--- src/rtl/aes_pkg.sv ---
// -----------------------------------------------------------------------------
// aes_pkg
// Shared AES encrypt-round definitions: mode and round-class enums, round
// counts, FSM state encodings, and the forward byte/word primitives
// (S-box word, ShiftRows, MixColumns word, column select/insert).
// State layout: byte i of the FIPS state sits at bits [127-8i -: 8], so
// column c occupies bits [127-32c -: 32].
// -----------------------------------------------------------------------------
package aes_pkg;

    typedef enum logic [1:0] {
        AES128 = 2'b00,
        AES192 = 2'b01,
        AES256 = 2'b10
    } aes_mode_e;

    localparam logic [3:0] NR_128 = 4'd10;
    localparam logic [3:0] NR_192 = 4'd12;
    localparam logic [3:0] NR_256 = 4'd14;

    typedef enum logic [1:0] {
        FIRST  = 2'b00,
        MIDDLE = 2'b01,
        FINAL  = 2'b10
    } round_class_e;

    // FSM state encodings
    localparam logic [2:0] ST_IDLE = 3'd0;
    localparam logic [2:0] ST_SUB  = 3'd1;
    localparam logic [2:0] ST_MIX  = 3'd2;
    localparam logic [2:0] ST_ARK  = 3'd3;
    localparam logic [2:0] ST_DONE = 3'd4;

    // What the single-cycle ARK write produces
    localparam logic [1:0] ARK_XOR   = 2'd0;  // state ^ key (round 0)
    localparam logic [1:0] ARK_SHIFT = 2'd1;  // ShiftRows(state) ^ key (final round)
    localparam logic [1:0] ARK_PASS  = 2'd2;  // state unchanged (rejected request)

    // Mode 2'b11 falls through to the AES-256 round count.
    function automatic logic [3:0] nr_of(input logic [1:0] mode);
        logic [3:0] nr;
        case (mode)
            2'b00:   nr = NR_128;
            2'b01:   nr = NR_192;
            default: nr = NR_256;
        endcase
        return nr;
    endfunction

    function automatic logic [7:0] xtime(input logic [7:0] b);
        return {b[6:0], 1'b0} ^ (b[7] ? 8'h1b : 8'h00);
    endfunction

    function automatic logic [7:0] gf_mul(input logic [7:0] a, input logic [7:0] b);
        logic [7:0] p;
        logic [7:0] x;
        p = 8'h00;
        x = a;
        for (int i = 0; i < 8; i++) begin
            p = p ^ (b[i] ? x : 8'h00);
            x = xtime(x);
        end
        return p;
    endfunction

    // Multiplicative inverse as x^254 (0 maps to 0), then the affine transform.
    function automatic logic [7:0] sbox_byte(input logic [7:0] x);
        logic [7:0] p;
        logic [7:0] y;
        p = x;
        y = 8'h01;
        for (int i = 1; i < 8; i++) begin
            p = gf_mul(p, p);
            y = gf_mul(y, p);
        end
        return y ^ {y[6:0], y[7]} ^ {y[5:0], y[7:6]} ^ {y[4:0], y[7:5]} ^
               {y[3:0], y[7:4]} ^ 8'h63;
    endfunction

    function automatic logic [31:0] sbox_word(input logic [31:0] w);
        return {sbox_byte(w[31:24]), sbox_byte(w[23:16]),
                sbox_byte(w[15:8]),  sbox_byte(w[7:0])};
    endfunction

    function automatic logic [31:0] mix_word(input logic [31:0] w);
        logic [7:0] a0, a1, a2, a3;
        a0 = w[31:24];
        a1 = w[23:16];
        a2 = w[15:8];
        a3 = w[7:0];
        return {xtime(a0) ^ xtime(a1) ^ a1 ^ a2 ^ a3,
                a0 ^ xtime(a1) ^ xtime(a2) ^ a2 ^ a3,
                a0 ^ a1 ^ xtime(a2) ^ xtime(a3) ^ a3,
                xtime(a0) ^ a0 ^ a1 ^ a2 ^ xtime(a3)};
    endfunction

    // Row r of column c takes the byte from column (c+r) mod 4.
    function automatic logic [127:0] shift_rows(input logic [127:0] s);
        logic [127:0] o;
        o = 128'h0;
        for (int c = 0; c < 4; c++) begin
            for (int r = 0; r < 4; r++) begin
                o[127 - 8*(4*c + r) -: 8] = s[127 - 8*(4*((c + r) % 4) + r) -: 8];
            end
        end
        return o;
    endfunction

    function automatic logic [31:0] get_col(input logic [127:0] s, input logic [1:0] idx);
        logic [31:0] w;
        case (idx)
            2'd0:    w = s[127:96];
            2'd1:    w = s[95:64];
            2'd2:    w = s[63:32];
            2'd3:    w = s[31:0];
            default: w = s[127:96];
        endcase
        return w;
    endfunction

    function automatic logic [127:0] set_col(input logic [127:0] s, input logic [1:0] idx,
                                             input logic [31:0] w);
        logic [127:0] o;
        o = s;
        case (idx)
            2'd0:    o[127:96] = w;
            2'd1:    o[95:64]  = w;
            2'd2:    o[63:32]  = w;
            2'd3:    o[31:0]   = w;
            default: o = s;
        endcase
        return o;
    endfunction

endpackage

--- src/rtl/aes_enc_round_ctrl.sv ---
// -----------------------------------------------------------------------------
// aes_enc_round_ctrl
// FSM, 2-bit column counter, round-class decode and valid/ready handshake for
// the sequenced AES encrypt round. Drives the datapath load/write selects.
// Optional build macro AES_ENC_ROUND_CHECK_EN enables rejection of mode=11
// and round>Nr (err=1, data passed through).
// Ports:
//   clk, reset_n          clock, async active-low reset
//   in_valid, in_ready    request handshake (in_ready registered)
//   round, mode           request round number and key-size mode
//   out_valid, out_ready  result handshake (out_valid registered)
//   err                   illegal-request flag, held with the result
//   load                  capture data_in/round_key this cycle
//   sub_issue             S-box word consumes column col_sel this cycle
//   mix_en                write MixColumns result for column col_sel
//   ark_en, ark_sel       single-cycle full-state write and its flavour
//   col_sel               current column counter
// -----------------------------------------------------------------------------
module aes_enc_round_ctrl
    import aes_pkg::*;
(
    input  logic       clk,
    input  logic       reset_n,
    input  logic       in_valid,
    output logic       in_ready,
    input  logic [3:0] round,
    input  logic [1:0] mode,
    output logic       out_valid,
    input  logic       out_ready,
    output logic       err,
    output logic       load,
    output logic       sub_issue,
    output logic       mix_en,
    output logic       ark_en,
    output logic [1:0] ark_sel,
    output logic [1:0] col_sel
);

    logic [2:0]   state_r, state_nxt_s;
    logic [1:0]   cnt_r, cnt_nxt_s;
    logic         drain_r, drain_nxt_s;
    round_class_e class_r, class_nxt_s, class_s;
    logic [1:0]   ark_sel_r, ark_sel_nxt_s;
    logic         err_r, err_nxt_s;
    logic         in_ready_r;
    logic         out_valid_r;
    logic         accept_s;
    logic         illegal_s;
    logic [3:0]   nr_s;

    assign accept_s = in_valid & in_ready_r;
    assign nr_s     = nr_of(mode);

`ifdef AES_ENC_ROUND_CHECK_EN
    assign illegal_s = (mode == 2'b11) || (round > nr_s);
`else
    assign illegal_s = 1'b0;
`endif

    // Round-class decode of the request presented at the accept edge
    always_comb begin
        class_s = MIDDLE;
        if (round == 4'd0) begin
            class_s = FIRST;
        end else if (round == nr_s) begin
            class_s = FINAL;
        end else begin
            class_s = MIDDLE;
        end
    end

    // Next-state logic. The S-box word output is registered, so SUB spends
    // one extra drain cycle after issuing column 3 to write it back.
    always_comb begin
        state_nxt_s   = state_r;
        cnt_nxt_s     = cnt_r;
        drain_nxt_s   = drain_r;
        class_nxt_s   = class_r;
        ark_sel_nxt_s = ark_sel_r;
        err_nxt_s     = err_r;
        case (state_r)
            ST_IDLE: begin
                if (accept_s) begin
                    class_nxt_s = class_s;
                    err_nxt_s   = illegal_s;
                    cnt_nxt_s   = 2'd0;
                    drain_nxt_s = 1'b0;
                    if (illegal_s) begin
                        state_nxt_s   = ST_ARK;
                        ark_sel_nxt_s = ARK_PASS;
                    end else if (class_s == FIRST) begin
                        state_nxt_s   = ST_ARK;
                        ark_sel_nxt_s = ARK_XOR;
                    end else begin
                        state_nxt_s   = ST_SUB;
                        ark_sel_nxt_s = ARK_SHIFT;
                    end
                end else begin
                    state_nxt_s = ST_IDLE;
                end
            end
            ST_SUB: begin
                if (drain_r) begin
                    drain_nxt_s = 1'b0;
                    cnt_nxt_s   = 2'd0;
                    state_nxt_s = (class_r == FINAL) ? ST_ARK : ST_MIX;
                end else begin
                    cnt_nxt_s   = cnt_r + 2'd1;
                    drain_nxt_s = (cnt_r == 2'd3);
                end
            end
            ST_MIX: begin
                cnt_nxt_s = cnt_r + 2'd1;
                if (cnt_r == 2'd3) begin
                    state_nxt_s = ST_DONE;
                end else begin
                    state_nxt_s = ST_MIX;
                end
            end
            ST_ARK: begin
                state_nxt_s = ST_DONE;
            end
            ST_DONE: begin
                if (out_ready) begin
                    state_nxt_s = ST_IDLE;
                end else begin
                    state_nxt_s = ST_DONE;
                end
            end
            default: begin
                state_nxt_s = ST_IDLE;
                cnt_nxt_s   = 2'd0;
                drain_nxt_s = 1'b0;
            end
        endcase
    end

    // State, counter and registered handshake outputs
    always_ff @(posedge clk or negedge reset_n) begin
        if (!reset_n) begin
            state_r     <= ST_IDLE;
            cnt_r       <= 2'd0;
            drain_r     <= 1'b0;
            class_r     <= MIDDLE;
            ark_sel_r   <= ARK_XOR;
            err_r       <= 1'b0;
            in_ready_r  <= 1'b1;
            out_valid_r <= 1'b0;
        end else begin
            state_r     <= state_nxt_s;
            cnt_r       <= cnt_nxt_s;
            drain_r     <= drain_nxt_s;
            class_r     <= class_nxt_s;
            ark_sel_r   <= ark_sel_nxt_s;
            err_r       <= err_nxt_s;
            in_ready_r  <= (state_nxt_s == ST_IDLE);
            out_valid_r <= (state_nxt_s == ST_DONE);
        end
    end

    assign in_ready  = in_ready_r;
    assign out_valid = out_valid_r;
    assign err       = err_r;
    assign load      = accept_s;
    assign sub_issue = (state_r == ST_SUB) && !drain_r;
    assign mix_en    = (state_r == ST_MIX);
    assign ark_en    = (state_r == ST_ARK);
    assign ark_sel   = ark_sel_r;
    assign col_sel   = cnt_r;

endmodule

--- src/rtl/aes_enc_round_seq.sv ---
// -----------------------------------------------------------------------------
// aes_enc_round_seq
// Sequenced forward AES round (SubBytes, ShiftRows, MixColumns, AddRoundKey)
// using one 32-bit S-box word and one 32-bit mixword shared over 4 columns.
// Latency from accept edge: round 0 -> 1 cycle, final round -> 6, middle -> 9.
// Optional build macro AES_ENC_ROUND_CHECK_EN: rejects mode=11 / round>Nr with
// err=1 and data_out=data_in; without it err is always 0.
// Ports:
//   clk, reset_n          clock, async active-low reset
//   in_valid, in_ready    request handshake
//   round[3:0], mode[1:0] round number and key size (00/01/10 = 128/192/256)
//   round_key[127:0]      round key
//   data_in[127:0]        input state, [127:120] = FIPS byte 0
//   out_valid, out_ready  result handshake
//   data_out[127:0]       round result, same byte order
//   err                   illegal-request flag, qualified by out_valid
// -----------------------------------------------------------------------------
module aes_enc_round_seq
    import aes_pkg::*;
(
    input  logic         clk,
    input  logic         reset_n,
    input  logic         in_valid,
    output logic         in_ready,
    input  logic [3:0]   round,
    input  logic [1:0]   mode,
    input  logic [127:0] round_key,
    input  logic [127:0] data_in,
    output logic         out_valid,
    input  logic         out_ready,
    output logic [127:0] data_out,
    output logic         err
);

    logic         load_s;
    logic         sub_issue_s;
    logic         mix_en_s;
    logic         ark_en_s;
    logic [1:0]   ark_sel_s;
    logic [1:0]   col_sel_s;

    logic [127:0] state_r;
    logic [127:0] key_r;
    logic [127:0] data_out_r;
    logic [31:0]  sbox_r;
    logic         wb_en_r;
    logic [1:0]   wb_col_r;

    aes_enc_round_ctrl u_ctrl (
        .clk       (clk),
        .reset_n   (reset_n),
        .in_valid  (in_valid),
        .in_ready  (in_ready),
        .round     (round),
        .mode      (mode),
        .out_valid (out_valid),
        .out_ready (out_ready),
        .err       (err),
        .load      (load_s),
        .sub_issue (sub_issue_s),
        .mix_en    (mix_en_s),
        .ark_en    (ark_en_s),
        .ark_sel   (ark_sel_s),
        .col_sel   (col_sel_s)
    );

    // Working state: captured on accept, columns rewritten in place by the
    // S-box word one cycle after each column is issued.
    always_ff @(posedge clk or negedge reset_n) begin
        if (!reset_n) begin
            state_r  <= 128'h0;
            key_r    <= 128'h0;
            sbox_r   <= 32'h0;
            wb_en_r  <= 1'b0;
            wb_col_r <= 2'd0;
        end else begin
            if (load_s) begin
                state_r <= data_in;
                key_r   <= round_key;
            end else if (wb_en_r) begin
                state_r <= set_col(state_r, wb_col_r, sbox_r);
            end else begin
                state_r <= state_r;
            end
            sbox_r   <= sub_issue_s ? sbox_word(get_col(state_r, col_sel_s)) : sbox_r;
            wb_en_r  <= sub_issue_s;
            wb_col_r <= col_sel_s;
        end
    end

    // Result register: only ARK (whole state) and MIX (one column) write it,
    // so it stays stable while a result waits for out_ready.
    always_ff @(posedge clk or negedge reset_n) begin
        if (!reset_n) begin
            data_out_r <= 128'h0;
        end else if (ark_en_s) begin
            case (ark_sel_s)
                ARK_XOR:   data_out_r <= state_r ^ key_r;
                ARK_SHIFT: data_out_r <= shift_rows(state_r) ^ key_r;
                ARK_PASS:  data_out_r <= state_r;
                default:   data_out_r <= state_r;
            endcase
        end else if (mix_en_s) begin
            data_out_r <= set_col(data_out_r, col_sel_s,
                                  mix_word(get_col(shift_rows(state_r), col_sel_s)) ^
                                  get_col(key_r, col_sel_s));
        end else begin
            data_out_r <= data_out_r;
        end
    end

    assign data_out = data_out_r;

endmodule

--- config.mk ---
export PLATFORM = sky130hd
export DESIGN_NAME = aes_enc_round_seq
export DESIGN_NICKNAME = d
export VERILOG_FILES = /design/src/rtl/aes_pkg.sv /design/src/rtl/aes_enc_round_ctrl.sv /design/src/rtl/aes_enc_round_seq.sv
export SDC_FILE = /design/constraint.sdc
export NUM_CORES = 2
export LEC_CHECK = 0
export BUFFER_PORTS_ARGS = -buffer_cell sky130_fd_sc_hd__buf_2
export CORE_MARGIN = 5
export CORE_UTILIZATION = 55
export DETAILED_ROUTE_END_ITERATION = 8
export GPL_TIMING_DRIVEN = 0
export MAX_ROUTING_LAYER = met4
export PLACE_DENSITY_LB_ADDON = 0.1
export SKIP_LAST_GASP = 1
export SYNTH_ARGS = -nofsm -noshare
export SYNTH_HDL_FRONTEND = slang
export SYNTH_SLANG_ARGS = --single-unit
--- constraint.sdc ---
create_clock -name clk -period 25.2 [get_ports clk]
set_clock_uncertainty 0.05 [all_clocks]
set_input_delay 7.56 -clock clk [delete_from_list [all_inputs] [get_ports clk]]
set_output_delay 7.56 -clock clk [all_outputs]
set_load 0.02 [all_outputs]
==> reports/metrics.sh <==
OUTCOME='finished with violations'
VIOLATED_CHECKS='DRC'
DRC=21
CLKSINKCOUNT=430
TIMING.REG2REG.WORST_PATH_DEPTH=95
CRITPATHREQUIREDTIME_PS=25630
DOMINANT_COMBINATIONAL_CELL_FAMILY_BY_AREA_AFTER_SYNTHESIS='XOR/XNOR gates'
SYNTH-ASYNC-RESET-RATIO_PCT=100
WORST_R2R_ENDPOINT='sbox_r[28]'
LAYOUT_WORST_PATH_CYCLE_SHARE_PCT=96.3
STD_CELL_ROWS=147
FIRSTDRTPASSITERS=9
GROUTE.USAGE.OVERALL_PCT=39.1
CLKLATENCYLATEPIN_PS=630
AREA_GROWTH_PCT=9.50
SYNTHESIS.YOSYS.WARNINGS=0
CTS_MADE_BUFFERS=47
TIMING.HOLD.WORST_PATH_DEPTH=0
CLOCK_PATH_BUFFERS=3
DRIVE_ABOVE_1_SHARE_PCT=11.6
RSZ0062_AT_GRT='yes'
WORST_HOLD_PATH.ENDPOINT='wb_col_r[1]'
GRT_MAX_DEGREE=119
POSTSYNTHNETCOUNT=11725
CTS-HTREE-LEVELS=2
PORT-BUFFER-COUNT=395
TIMING.SLEW.HEADROOM_PCT=10.6
ROOT_BUFFER='sky130_fd_sc_hd__clkbuf_16'
SYNTH_MOST_COMMON_CELL='sky130_fd_sc_hd__xnor2_1'
TIMING_WORST_SLEW_PIN_VALUE_PS=1330
POST_SYNTH_AND_OR_NAND_NOR_AREA_FRACTION_PCT=17.7
FP.DIEAREA_MM2=0.170
FINALNETCOUNT=12209
WORSTHOLDPATHTYPE='flip-flop to flip-flop'
TIMING.FMAX_GHz=0.0412
DETAILED_PLACE_HPWL_UM=265000
POST_SYNTH.CELL_AREA_AVG_UM2=7.97
VIASPERCELL=6.25
YS_TOP_CELLS_BY_COUNT='1932 x sky130_fd_sc_hd__xnor2_1, 1442 x sky130_fd_sc_hd__nand2_1, 1408 x sky130_fd_sc_hd__nor2_1'
CRITICAL_PATH.MOST_COMMON_CELL='sky130_fd_sc_hd__xnor2_1'
STARTPOINT_TYPE='flip-flop'
PLACED_CELL_AREA_MM2=0.0941
WORST_SETUP_HOLD_PATH_CLK_SLEW_PS=60
REPORT.FINAL.HOLD_VIOL_COUNT=0
DRT_FIRST_ITER_VIOLATIONS=11038
TIMING.CRITICAL_PATH.FANOUT_MAX=11
COUNT_OF_ANTENNA_VIOLATING_NETS_LEFT_AFTER_DETAILED_ROUTING=0
TIMING.CRITICAL_PATH.ARRIVAL_PS=24690
AVERAGE_WIRE_PER_STANDARD_CELL_UM=24.5
DESIGN.CORE.AREA_MM2=0.161
SETUP.WORST_PATH.END_CLASS='flip-flop'
NETLIST.TOP_CELL.BY_AREA='sky130_fd_sc_hd__xnor2_1'
SYNTH_COMPOUND_AREA_SHARE_PCT=14.8
GRT_OVERFLOW_TOTAL=0
ANTENNA_FOUND_INITIAL=15
GRT_FIRST_PASS_WIRELENGTH_UM=507000
FIRST_GLOBAL_VIAS=81679
WORSTHOLDSTART='u_ctrl.col_sel[1]'
SYNTH.AREA.TOP_CELLS='sky130_fd_sc_hd__xnor2_1 19%, sky130_fd_sc_hd__dfrtp_1 12%, sky130_fd_sc_hd__xnor3_1 11%'
YS_DOMINANT_REG_CELL='sky130_fd_sc_hd__dfrtp_1'
SYN-INSTANCE-COUNT=11209
TIMING_MAX_TRANSITION_VIOLATIONS_FINAL=0
FINALWEIGHTEDCONGESTION=1.12
IO_PINS=397
POST_SYNTH_FA_HA_MAJ_AREA_FRACTION_PCT=3.50
LAYOUT_MIN_CYCLE_TIME_PS=24260
YS_FF_LATCH=430
SLOWEST_DELAY_PS=520
SETUP_VIOL_COUNT_FINAL=0
SYNTH_CELL_TYPE_COUNT=112
SYNTH_ENABLE_FLOP_CELLS=0
CHIPHEIGHT_UM=413
SYNTH_XOR_AREA_SHARE_PCT=41.1
DIE-WIDTH_UM=413
YOSYS-MUX-AREA-FRACTION_PCT=6.02
FINISH.INSTANCE_AREA_MM2=0.0978
NETLIST_AREA_MM2=0.0893
CAP_VIOL_MAX_COUNT=0
ROUTE.VIAS.TOTAL=86930
TIMING.SETUP.CRITICAL_PATH_CLASS='flip-flop to flip-flop'
YOSYSSEQAREASHARE_PCT=12.1
WORST-R2R-SETUP-SLACK_PS=940
FLOORPLAN.INITIALDENSITY_PCT=55.5
CRITICAL_PATH.SLOWEST_CELL='sky130_fd_sc_hd__xnor3_1'
TRITONCTS_CLOCK_TREE='yes'
POST-SYNTH-TOP-AREA-FRACTION_PCT=19.0
DRT-TOTAL-WL_UM=341000
R2R_START='u_ctrl.col_sel[0]'
==> state kept, by name (all words and copies together) (netlist names) <==
signal	cells
key_r	128
wb_en_r	1
u_ctrl.in_ready	1
u_ctrl.ark_sel	1
u_ctrl.state_r	3
state_r	128
wb_col_r	2
u_ctrl.class_r	2
u_ctrl.out_valid	1
data_out	128
u_ctrl.col_sel	2
u_ctrl.drain_r	1
sbox_r	32
==> stage by stage <==
stage,TNS [ps],hold WS (ps),std cells,setup slack (ps),utilization [%]
2_1_floorplan,0,351,11209,2490,-
3_3_place_gp,-83010,363,13764,-5270,58.4
3_5_place_dp,-90100,380,13769,-5490,58.5
4_1_cts,-40.7,393,13862,-40.7,60.0
5_1_grt,-410,406,13904,-137,60.7
6_report,0,397,13905,940,60.7
==> logic make-up after synthesis <==
logic type      Yosys count
mux                     519
fa+ha+maj               250
simple gates           3727
other cells               1
xor+xnor               3229
buf+inv                1041
flops                   430
compound gates         2012
==> critical path, delay by kind of cell, from the launching register on <==
kind / cells / cell delay [ps]
xor+xnor: 31 / 7880
buf+inv: 30 / 6990
simple gates: 9 / 1540
compound gates: 12 / 2280
mux: 1 / 300
fa+ha+maj: 12 / 4590
flops: 1 / 460
==> placed cells by master (no fill, tap or decap), types with 117 or more instances in the layout <==
cell and n:
sky130_fd_sc_hd__buf_4 117, sky130_fd_sc_hd__inv_1 229, sky130_fd_sc_hd__ha_1 238, sky130_fd_sc_hd__mux2_2 135
sky130_fd_sc_hd__buf_2 531, sky130_fd_sc_hd__nor3_1 210, sky130_fd_sc_hd__xnor2_1 1837, sky130_fd_sc_hd__xnor3_1 434
sky130_fd_sc_hd__dfrtp_1 428, sky130_fd_sc_hd__xnor2_2 146, sky130_fd_sc_hd__nand3_1 189, sky130_fd_sc_hd__a21oi_1 426
sky130_fd_sc_hd__nand2_1 1442, sky130_fd_sc_hd__clkbuf_1 384, sky130_fd_sc_hd__nor2_1 1407, sky130_fd_sc_hd__xor2_1 627
sky130_fd_sc_hd__o21ai_0 526, sky130_fd_sc_hd__mux2i_1 380
==> area by class of cell <==
cell class | instances | area, um^2
Clock inverter | 22 | 335
Antenna cell | 14 | 35.0
Clock buffer | 65 | 1330
Buffer | 693 | 3140
Inverter | 310 | 1200
Sequential cell | 430 | 10800
Fill cell | 14885 | 63200
Tap cell | 2160 | 2700
Timing Repair Buffer | 473 | 2640
Multi-Input combinational cell | 9738 | 75600
==> worst max-delay path by stage <==
stage | cells after the start | endpoint | startpoint
detailed placement | 98 | sbox_r[27] | u_ctrl.col_sel[0]
floorplan | 99 | sbox_r[28] | u_ctrl.col_sel[0]
global placement | 99 | sbox_r[28] | u_ctrl.col_sel[0]
global route | 89 | sbox_r[15] | u_ctrl.col_sel[0]
finish | 95 | sbox_r[28] | u_ctrl.col_sel[0]
CTS | 97 | sbox_r[27] | u_ctrl.col_sel[0]
==> routing by layer <==
metal / vias up / wire length (um) / global-route usage (%) / part of all wire, %
met4: 0 / 17700 / 16.6 / 5.2
met3: 876 / 32700 / 6.19 / 9.6
met5: - / 0 / - / 0
li1: 39270 / - / - / -
met1: 41951 / 140000 / 51.3 / 41
met2: 4833 / 150000 / 60.2 / 44
==> repair_timing <==
item | in CTS | in global routing
setup endpoints to repair | 32 | 32
hold buffers | 0 | 0
gates resized for setup | 134 | 204
hold endpoints to repair | 0 | 0
pin swaps | 14 | 28
setup buffers | 21 | 52
Power is left out: the tool's default activity adds up to more than one toggle a clock period on the data nets, which glitch-free logic cannot reach.
